==> src/rtl/led_frame_scan.sv <==
// led_frame_scan
//
// Frame sequencer that sits directly upstream of idx2addr. A start request
// walks LED indices 0..LED_NUM-1. For each LED it presents idx_out/en_out,
// waits FETCH_LAT cycles for the address register and the colour RAM read,
// then pulses data_vld_out to the WS2812 serializer and holds the index until
// the serializer reports the LED done. After the last LED the serializer is
// held in latch (line low) for RST_CYCLES clocks, and frame_done_out pulses.
//
// Handshake: start_in and led_done_in are level-sampled on the rising clock
// edge, with no ready/acknowledge path back to the requester. start_in is
// accepted only in IDLE; while busy_out is high it is dropped, not queued.
// led_done_in is accepted only in SEND, and only from the second SEND cycle
// on, so a done pulse left over from the previous LED cannot skip an index.
//
// Ports
//   clk_in          system clock
//   rst_n_in        synchronous active-low reset
//   start_in        frame start request (sampled in IDLE only)
//   led_done_in     serializer: 24 bits of the current LED shifted out
//   en_out          enable to idx2addr
//   idx_out [5:0]   LED index to idx2addr
//   data_vld_out    one-cycle pulse: colour data for idx_out valid
//   latch_out       serializer must hold the line low
//   busy_out        high in every state except IDLE
//   frame_done_out  one-cycle pulse at frame end
//
// Every output is a flop. The next-state process also computes the next
// output values from the next state, so outputs change together with state.
module led_frame_scan #(
    parameter int LED_NUM    = 64,
    parameter int FETCH_LAT  = 2,
    parameter int RST_CYCLES = 15000
) (
    input  logic       clk_in,
    input  logic       rst_n_in,
    input  logic       start_in,
    input  logic       led_done_in,
    output logic       en_out,
    output logic [5:0] idx_out,
    output logic       data_vld_out,
    output logic       latch_out,
    output logic       busy_out,
    output logic       frame_done_out
);

    typedef enum logic [2:0] {
        IDLE  = 3'd0,
        FETCH = 3'd1,
        SEND  = 3'd2,
        LATCH = 3'd3,
        DONE  = 3'd4
    } state_t;

    localparam logic [5:0]  LAST_IDX  = 6'(LED_NUM - 1);
    localparam logic [3:0]  FETCH_END = 4'(FETCH_LAT - 1);
    localparam logic [15:0] LATCH_END = 16'(RST_CYCLES - 1);

    state_t      state;
    state_t      state_nxt;
    logic [3:0]  fetch_cnt;
    logic [3:0]  fetch_cnt_nxt;
    logic [15:0] latch_cnt;
    logic [15:0] latch_cnt_nxt;
    logic [5:0]  idx_nxt;
    logic        en_nxt;
    logic        vld_nxt;
    logic        latch_nxt;
    logic        busy_nxt;
    logic        done_nxt;

    always_ff @(posedge clk_in) begin
        if (!rst_n_in) begin
            state          <= IDLE;
            fetch_cnt      <= 4'd0;
            latch_cnt      <= 16'd0;
            en_out         <= 1'b0;
            idx_out        <= 6'd0;
            data_vld_out   <= 1'b0;
            latch_out      <= 1'b0;
            busy_out       <= 1'b0;
            frame_done_out <= 1'b0;
        end else begin
            state          <= state_nxt;
            fetch_cnt      <= fetch_cnt_nxt;
            latch_cnt      <= latch_cnt_nxt;
            en_out         <= en_nxt;
            idx_out        <= idx_nxt;
            data_vld_out   <= vld_nxt;
            latch_out      <= latch_nxt;
            busy_out       <= busy_nxt;
            frame_done_out <= done_nxt;
        end
    end

    always_comb begin
        state_nxt     = state;
        idx_nxt       = idx_out;
        fetch_cnt_nxt = 4'd0;
        latch_cnt_nxt = 16'd0;

        case (state)
            IDLE: begin
                if (start_in) begin
                    state_nxt = FETCH;
                    idx_nxt   = 6'd0;
                end
            end
            FETCH: begin
                // Counter runs 0..FETCH_LAT-1, so FETCH lasts FETCH_LAT cycles.
                if (fetch_cnt == FETCH_END) begin
                    state_nxt = SEND;
                end else begin
                    fetch_cnt_nxt = fetch_cnt + 4'd1;
                end
            end
            SEND: begin
                // data_vld_out is high only in the first SEND cycle; it doubles
                // as the "ignore led_done_in this cycle" flag.
                if (led_done_in && !data_vld_out) begin
                    if (idx_out == LAST_IDX) begin
                        state_nxt = LATCH;
                        idx_nxt   = 6'd0;
                    end else begin
                        state_nxt = FETCH;
                        idx_nxt   = idx_out + 6'd1;
                    end
                end
            end
            LATCH: begin
                if (latch_cnt == LATCH_END) begin
                    state_nxt = DONE;
                end else begin
                    latch_cnt_nxt = latch_cnt + 16'd1;
                end
            end
            DONE: begin
                state_nxt = IDLE;
            end
            default: begin
                state_nxt = IDLE;
                idx_nxt   = 6'd0;
            end
        endcase

        en_nxt    = (state_nxt == FETCH) || (state_nxt == SEND);
        vld_nxt   = (state == FETCH) && (state_nxt == SEND);
        latch_nxt = (state_nxt == LATCH);
        busy_nxt  = (state_nxt != IDLE);
        done_nxt  = (state_nxt == DONE);
    end

endmodule

==> config.mk <==
export PLATFORM = sky130hd
export DESIGN_NAME = led_frame_scan
export DESIGN_NICKNAME = d
export VERILOG_FILES = /design/src/rtl/led_frame_scan.sv
export SDC_FILE = /design/constraint.sdc
export NUM_CORES = 1
export LEC_CHECK = 0
export CAP_MARGIN = 20
export CORE_ASPECT_RATIO = 0.6
export CORE_MARGIN = 10
export CORE_UTILIZATION = 45
export DETAILED_ROUTE_END_ITERATION = 10
export DONT_BUFFER_PORTS = 1
export RECOVER_POWER = 25
export SYNTH_ARGS = -nofsm -noshare
export SYNTH_HDL_FRONTEND = slang
export SYNTH_SLANG_ARGS = --single-unit
==> constraint.sdc <==
create_clock -name clk_in -period 1.5 [get_ports clk_in]
set_clock_uncertainty 0.05 [all_clocks]
set_input_delay 0.15 -clock clk_in [delete_from_list [all_inputs] [get_ports clk_in]]
set_output_delay 0.15 -clock clk_in [all_outputs]
set_load 0.03 [all_outputs]
==> results of run 1 <==
==> where the power goes <==
part | leakage [nW] | total [mW] | internal, mW | switching [mW]
Sequential | 0.280 | 0.938 | 0.914 | 0.0241
Combinational | 0.365 | 0.123 | 0.0600 | 0.0633
Clock | 0.0683 | 1.01 | 0.665 | 0.342
==> cells in the mapped netlist (all sizes together), types with 2 or more instances <==
library cell   n  area, um2
nand3         12       60.1
ha             4       50.1
nor3           6       41.3
buf            4       28.8
dfxtp         34        681
inv            5       18.8
xnor2         13        114
o31ai          2       15.0
a21oi          5       32.5
nand2          7       26.3
o21ai          4       20.0
and3           2       12.5
nor2b          3       18.8
nor2          32        120
nor4bb         2       20.0
o21bai         2       26.3
xor2           5       43.8
nand2b         2       12.5
or3            2       12.5
nor4           4       25.0
nor4b          2       32.5
nand4          4       31.3
==> worst register-to-register path, stage by stage, from the launching register on <==
cell and delay, ps:
dfxtp_2 350, ha_1 200, and3_1 200, nand3_1 160
and3_1 210, a211oi_1 210
==> what timing repair did <==
item / CTS / global route
hold buffers: 1 / 0
resized for setup: 5 / 18
pin swaps: 1 / 6
setup buffers: 0 / 3
endpoints found under the hold margin: 1 / 0
setup endpoints to repair: 6 / 20
==> per-layer routing <==
metal  routed length (um)  up-vias
met2                 1430       32
met1                 1870      585
met4                   38        0
li1                     -      652
met3                  232        6
met5                    0        -
==> sequential cells by signal, summed over array words and instances, names as in the netlist <==
signal,cells
state,3
idx_out,6
data_vld_out,1
busy_out,1
frame_done_out,1
en_out,1
latch_out,1
fetch_cnt,4
latch_cnt,16
==> cell usage in the layout, fill, tap and decap left out, types with 3 or more instances in the layout <==
| cell type | instances |
|---|---|
| nand4_1 | 3 |
| nand3_1 | 12 |
| nor4_2 | 3 |
| xnor2_1 | 13 |
| inv_1 | 5 |
| ha_1 | 3 |
| a21oi_1 | 3 |
| clkbuf_8 | 5 |
| nor2_1 | 32 |
| nor2b_1 | 3 |
| o21ai_0 | 3 |
| dfxtp_2 | 8 |
| dfxtp_1 | 24 |
| nor3_2 | 3 |
| xor2_1 | 5 |
| nand2_1 | 6 |
| buf_4 | 27 |
==> worst max path at each step <==
| stage | startpoint | end | slack, ps | depth (start not counted) |
|---|---|---|---|---|
| finish | idx_out[0] | state[1] | 30 | 5 |
| detailed placement | latch_cnt[1] | latch_cnt[10] | -30 | 7 |
| CTS | latch_cnt[1] | state[1] | 7 | 6 |
| floorplan | latch_cnt[0] | latch_cnt[15] | 20 | 7 |
| global route | state[0] | idx_out[5] | -20 | 4 |
| global placement | latch_cnt[6] | state[1] | 20 | 5 |
==> area by class of cell <==
type	instances	area, um2
repair buffers	29	233
clock inverters	3	68.8
multi-input cells	126	913
fillers	261	1250
flip-flops and latches	34	698
inverters	5	18.8
well taps	45	56.3
clock buffers	5	68.8
==> stage by stage <==
stage                     instances  hold slack (ps)  util [%]  area, um2  setup slack [ps]
final                           247             24.8      62.3       2060              34.2
after detailed placement        235              230      54.5       1800             -25.2
after CTS                       244             12.8      59.4       1960              7.48
after global routing            247             19.6      62.3       2060             -19.4
after global placement          235              247      54.5       1800              16.8
after floorplan                 169              220         -       1580              17.8
==> logic make-up after synthesis <==
group                      synth area share, %
AOI/OAI and AO/OA                         9.51
xor gates and xnor gates                  10.1
adders and majority gates                 3.20
buffers and inverters                     3.04
DFF                                       43.5
muxes                                     1.36
and+or+nand+nor                           29.4
==> flow_metrics.tcl, run 1 <==
set metrics [dict create \
    status "complete, no violations" \
    grt_overflow_total 0 \
    slowest_delay_ps 350 \
    yosys_warnings 0 \
    cts-root-buf "clkbuf_8" \
    grt_pass1_vias 1141 \
    rr_worst_depth 5 \
    p_leak_nw 0.713 \
    n_antenna_cell 0 \
    synth-edff-count 0 \
    critPathLaunchType "flop" \
    worstPathArrival_ps 1610 \
    die_x_um 96.2 \
    grt_usage_pct 11.8 \
    wl_per_cell_um 14.5 \
    crit_slowest_cell "dfxtp_2" \
    r2r-start "idx_out[0]" \
    syn_avg_cell_area_um2 9.27 \
    numCtsBuffers 5 \
    postRouteAntennaNets 0 \
    report.final.slew_viol_count 0 \
    first_pass_iters 4 \
    setup_viol 0 \
    syn_area_mm2 0.00157 \
    drc 0 \
    finalCritPeriodShare_pct 97.7 \
    crit_top_cell "and3_1" \
    syn_inst 169 \
    antenna_found_initial 0 \
    ir_drop_mv 0.573 \
    fp.coreArea_mm2 0.00330 \
    whs_path_depth 2 \
    grt_max_degree 17 \
    vias 1275 \
    crit_fanout 3 \
    totalPowerFinal_mw 2.07 \
    worst_hold_path.endpoint "en_out" \
    worstSetupPathType "flop to flop" \
    dpl.hpwl_mm 2.72 \
    globalRouteMet1Util_pct 16.9 \
    tightestPinTransition_ps 445 \
    drv_cap 0 \
    crit_path_end_kind "flop" \
    min_path_type "primary input to flop" \
    die_h_um 65.7 \
    drive_gt1_share_pct 33.2 \
    met2_usage_pct 14.3 \
    tns_ps 0 \
    via_per_inst 5.16 \
    grt_util_met3_pct 5.67 \
    row_count 16 \
    nets 209 \
    grt_pass1_wl_mm 5.66 \
    routed_wirelength_mm 3.57 \
    fmax_mhz 682 \
    tritoncts "yes" \
    path_cells "ha_1 > and3_1 > nand3_1 > and3_1 > a211oi_1" \
    rr_endpoint "state[1]" \
    worstPathRequired_ps 1640 \
    synth-seq-cells 34 \
    path_buf_inv 0 \
    area_growth_pct 31.3 \
    ys_seq_area_share_pct 43.5 \
    rsz0062_at_grt "yes" \
    layout_min_cycle_time_ps 1470 \
    clock-sinks 34 \
    cts_htree_levels 2 \
    async_reset_ff_share_pct 0 \
    cellPowerDensity_mw_per_mm2 1010 \
    clk_pin_slew_ps 80 \
    num_io_pins 15 \
    top_usage_layer "met1" \
    r2r_setup_slack_ps 30 \
    crit_family "simple AND/OR/NAND/NOR gates" \
    synth_cell_type_count 42 \
    ys.flop_type "dfxtp_1" \
    syn-num-nets 177 \
    slew_headroom_pct 70.2 \
    portBuffers 0 \
    cts_max_path_buffers 2 \
    clock_latency_ps 290 \
    finalHoldViolCount 0 \
    routabilityCongestion 0.891 \
    hold_path_startpoint "start_in" \
    fp.dieArea_mm2 0.00632 \
    drt_iter0_drc 121 \
    start_util_pct 47.4 \
]
No activity file was read; power rests on OpenSTA's default activity.
==> run 2: changes to the inputs <==
Settings changed: CAP_MARGIN 20 to default.
==> results of run 2 <==
Final layout, timing and power as in run 1 (identical DEF).
==> run 3: changes to the inputs <==
Settings changed: CORE_UTILIZATION 45 to 40.
Clock period 1.5 ns to 1.2 ns, I/O delays scaled along.
==> flow_metrics.tcl, run 3 (synthesis gave the netlist of run 1 again) <==
set metrics [dict create \
    crit_fanout 5 \
    final_common_cell "buf_4" \
    start_util_pct 42.1 \
    post-route-cell-area_mm2 0.00230 \
    globalRouteMet1Util_pct 15.8 \
    grt_usage_pct 12.1 \
    vias 1449 \
    cellPowerDensity_mw_per_mm2 986 \
    area_growth_pct 46.6 \
    crit_family "simple AND/OR/NAND/NOR gates" \
    grt_max_degree 11 \
    fp.dieArea_mm2 0.00690 \
    drc 0 \
    slowest_delay_ps 370 \
    postRouteAntennaNets 0 \
    tightestPinTransition_ps 348 \
    clock_latency_ps 300 \
    fp.coreArea_mm2 0.00372 \
    portBuffers 0 \
    drive_gt1_share_pct 46.1 \
    grt_util_met3_pct 3.12 \
    row_count 17 \
    regMostFlops "latch_cnt" \
    dpl.hpwl_mm 2.94 \
    fmax_mhz 649 \
    clk_pin_slew_ps 70 \
    totalPowerFinal_mw 2.26 \
    layout_min_cycle_time_ps 1540 \
    routed_wirelength_mm 4.36 \
    routabilityCongestion 0.807 \
    cts_htree_levels 2 \
    crit_slowest_cell "dfxtp_2" \
    first_pass_iters 4 \
    path_buf_inv 2 \
    min_path_type "primary input to flop" \
    fillers 278 \
    n_antenna_cell 0 \
    worstPathArrival_ps 1680 \
    clock-sinks 34 \
    numCtsBuffers 5 \
    worstPathRequired_ps 1340 \
    finalCritPeriodShare_pct 128 \
    status "finished, violations left" \
    placed_cells 256 \
    worstSetupPathType "flop to flop" \
    final_cell_mix "buf_4 (49), dfxtp_1 (24), nor2_1 (21), xnor2_1 (13), nand3_1 (11)" \
    slew_headroom_pct 76.7 \
    setup_viol 28 \
    p_leak_nw 0.838 \
    dpl-instance-area_mm2 0.00196 \
    violations "negative setup slack" \
    crit_path_end_kind "flop" \
    antenna_found_initial 0 \
    final_cells 277 \
    tritoncts "yes" \
    num_io_pins 15 \
    critPathLaunchType "flop" \
    rsz0062_at_grt "yes" \
    path_cells "ha_4 > nor4bb_1 > nand4b_1 > buf_4 > nand2b_4 > buf_6 > nor2_1" \
    nets 237 \
    top_usage_layer "met2" \
    wl_per_cell_um 15.7 \
    grt_overflow_total 0 \
    reg.largest.list "latch_cnt (16), idx_out (6), fetch_cnt (4)" \
    final_util_pct 61.7 \
    cts-root-buf "clkbuf_8" \
    largest_reg_flops 16 \
    drv_cap 0 \
    grt_pass1_wl_mm 6.51 \
    die_h_um 68.5 \
    via_per_inst 5.23 \
    worst_slack_ps -341 \
    drt_iter0_drc 112 \
    grt_pass1_vias 1289 \
    ir_drop_mv 0.617 \
    met2_usage_pct 17.9 \
    cts_max_path_buffers 2 \
    die_x_um 101 \
    report.final.slew_viol_count 0 \
    finalHoldViolCount 0 \
]
==> run 3: path summary, 6_finish.rpt <==
path           startpoint             to  slack (ps)  cells past startpoint
max reg2reg  latch_cnt[1]  latch_cnt[10]        -340                      7
min              rst_n_in         en_out          30                      2
max          latch_cnt[1]  latch_cnt[10]        -340                      7
min reg2reg  fetch_cnt[0]   fetch_cnt[0]         420                      1
==> run 3: layout make-up <==
type | instances | area [um2] | area share [%]
multi-input cells | 126 | 962 | 41.9
flip-flops and latches | 34 | 708 | 30.8
repair buffers | 57 | 457 | 19.9
clock buffers | 7 | 86.3 | 3.76
well taps | 47 | 58.8 | 2.56
inverters | 5 | 18.8 | 0.817
clock inverters | 1 | 5.00 | 0.218
==> run 3: routing by layer <==
layer	vias up	routed length, um
met5	-	0
met3	7	220
li1	715	-
met1	698	2070
met2	29	1990
met4	0	75
==> run 3: worst reg2reg max path, cell delays in order (launching register included) <==
cell and delay, ps:
dfxtp_2 370, ha_4 160, nor4bb_1 220, nand4b_1 170, buf_4 180, nand2b_4 100
buf_6 130, nor2_1 60
==> run 3: metrics by stage <==
step	TNS (ps)	setup slack [ps]	hold WS, ps
floorplan	-4160	-225	190
global placement	-5180	-244	210
detailed placement	-6720	-310	215
CTS	-6310	-273	11.1
global route	-8390	-353	44.5
finish	-7620	-341	34.8
==> run 3: what timing repair did <==
item                                    4_1_cts  5_1_grt
pin swaps                                    10        7
hold endpoints to repair                      2        0
hold buffers                                  1        0
endpoints found under the setup margin       32       32
setup buffers                                 5        6
gates cloned                                  0        1
gates resized for setup                      18       21
==> run 3: power by group <==
part	total (mW)	internal (mW)	switching, mW
Sequential	1.17	1.14	0.0322
Combinational	0.194	0.0970	0.0974
Clock	0.900	0.463	0.437
Total	2.26	1.70	0.567
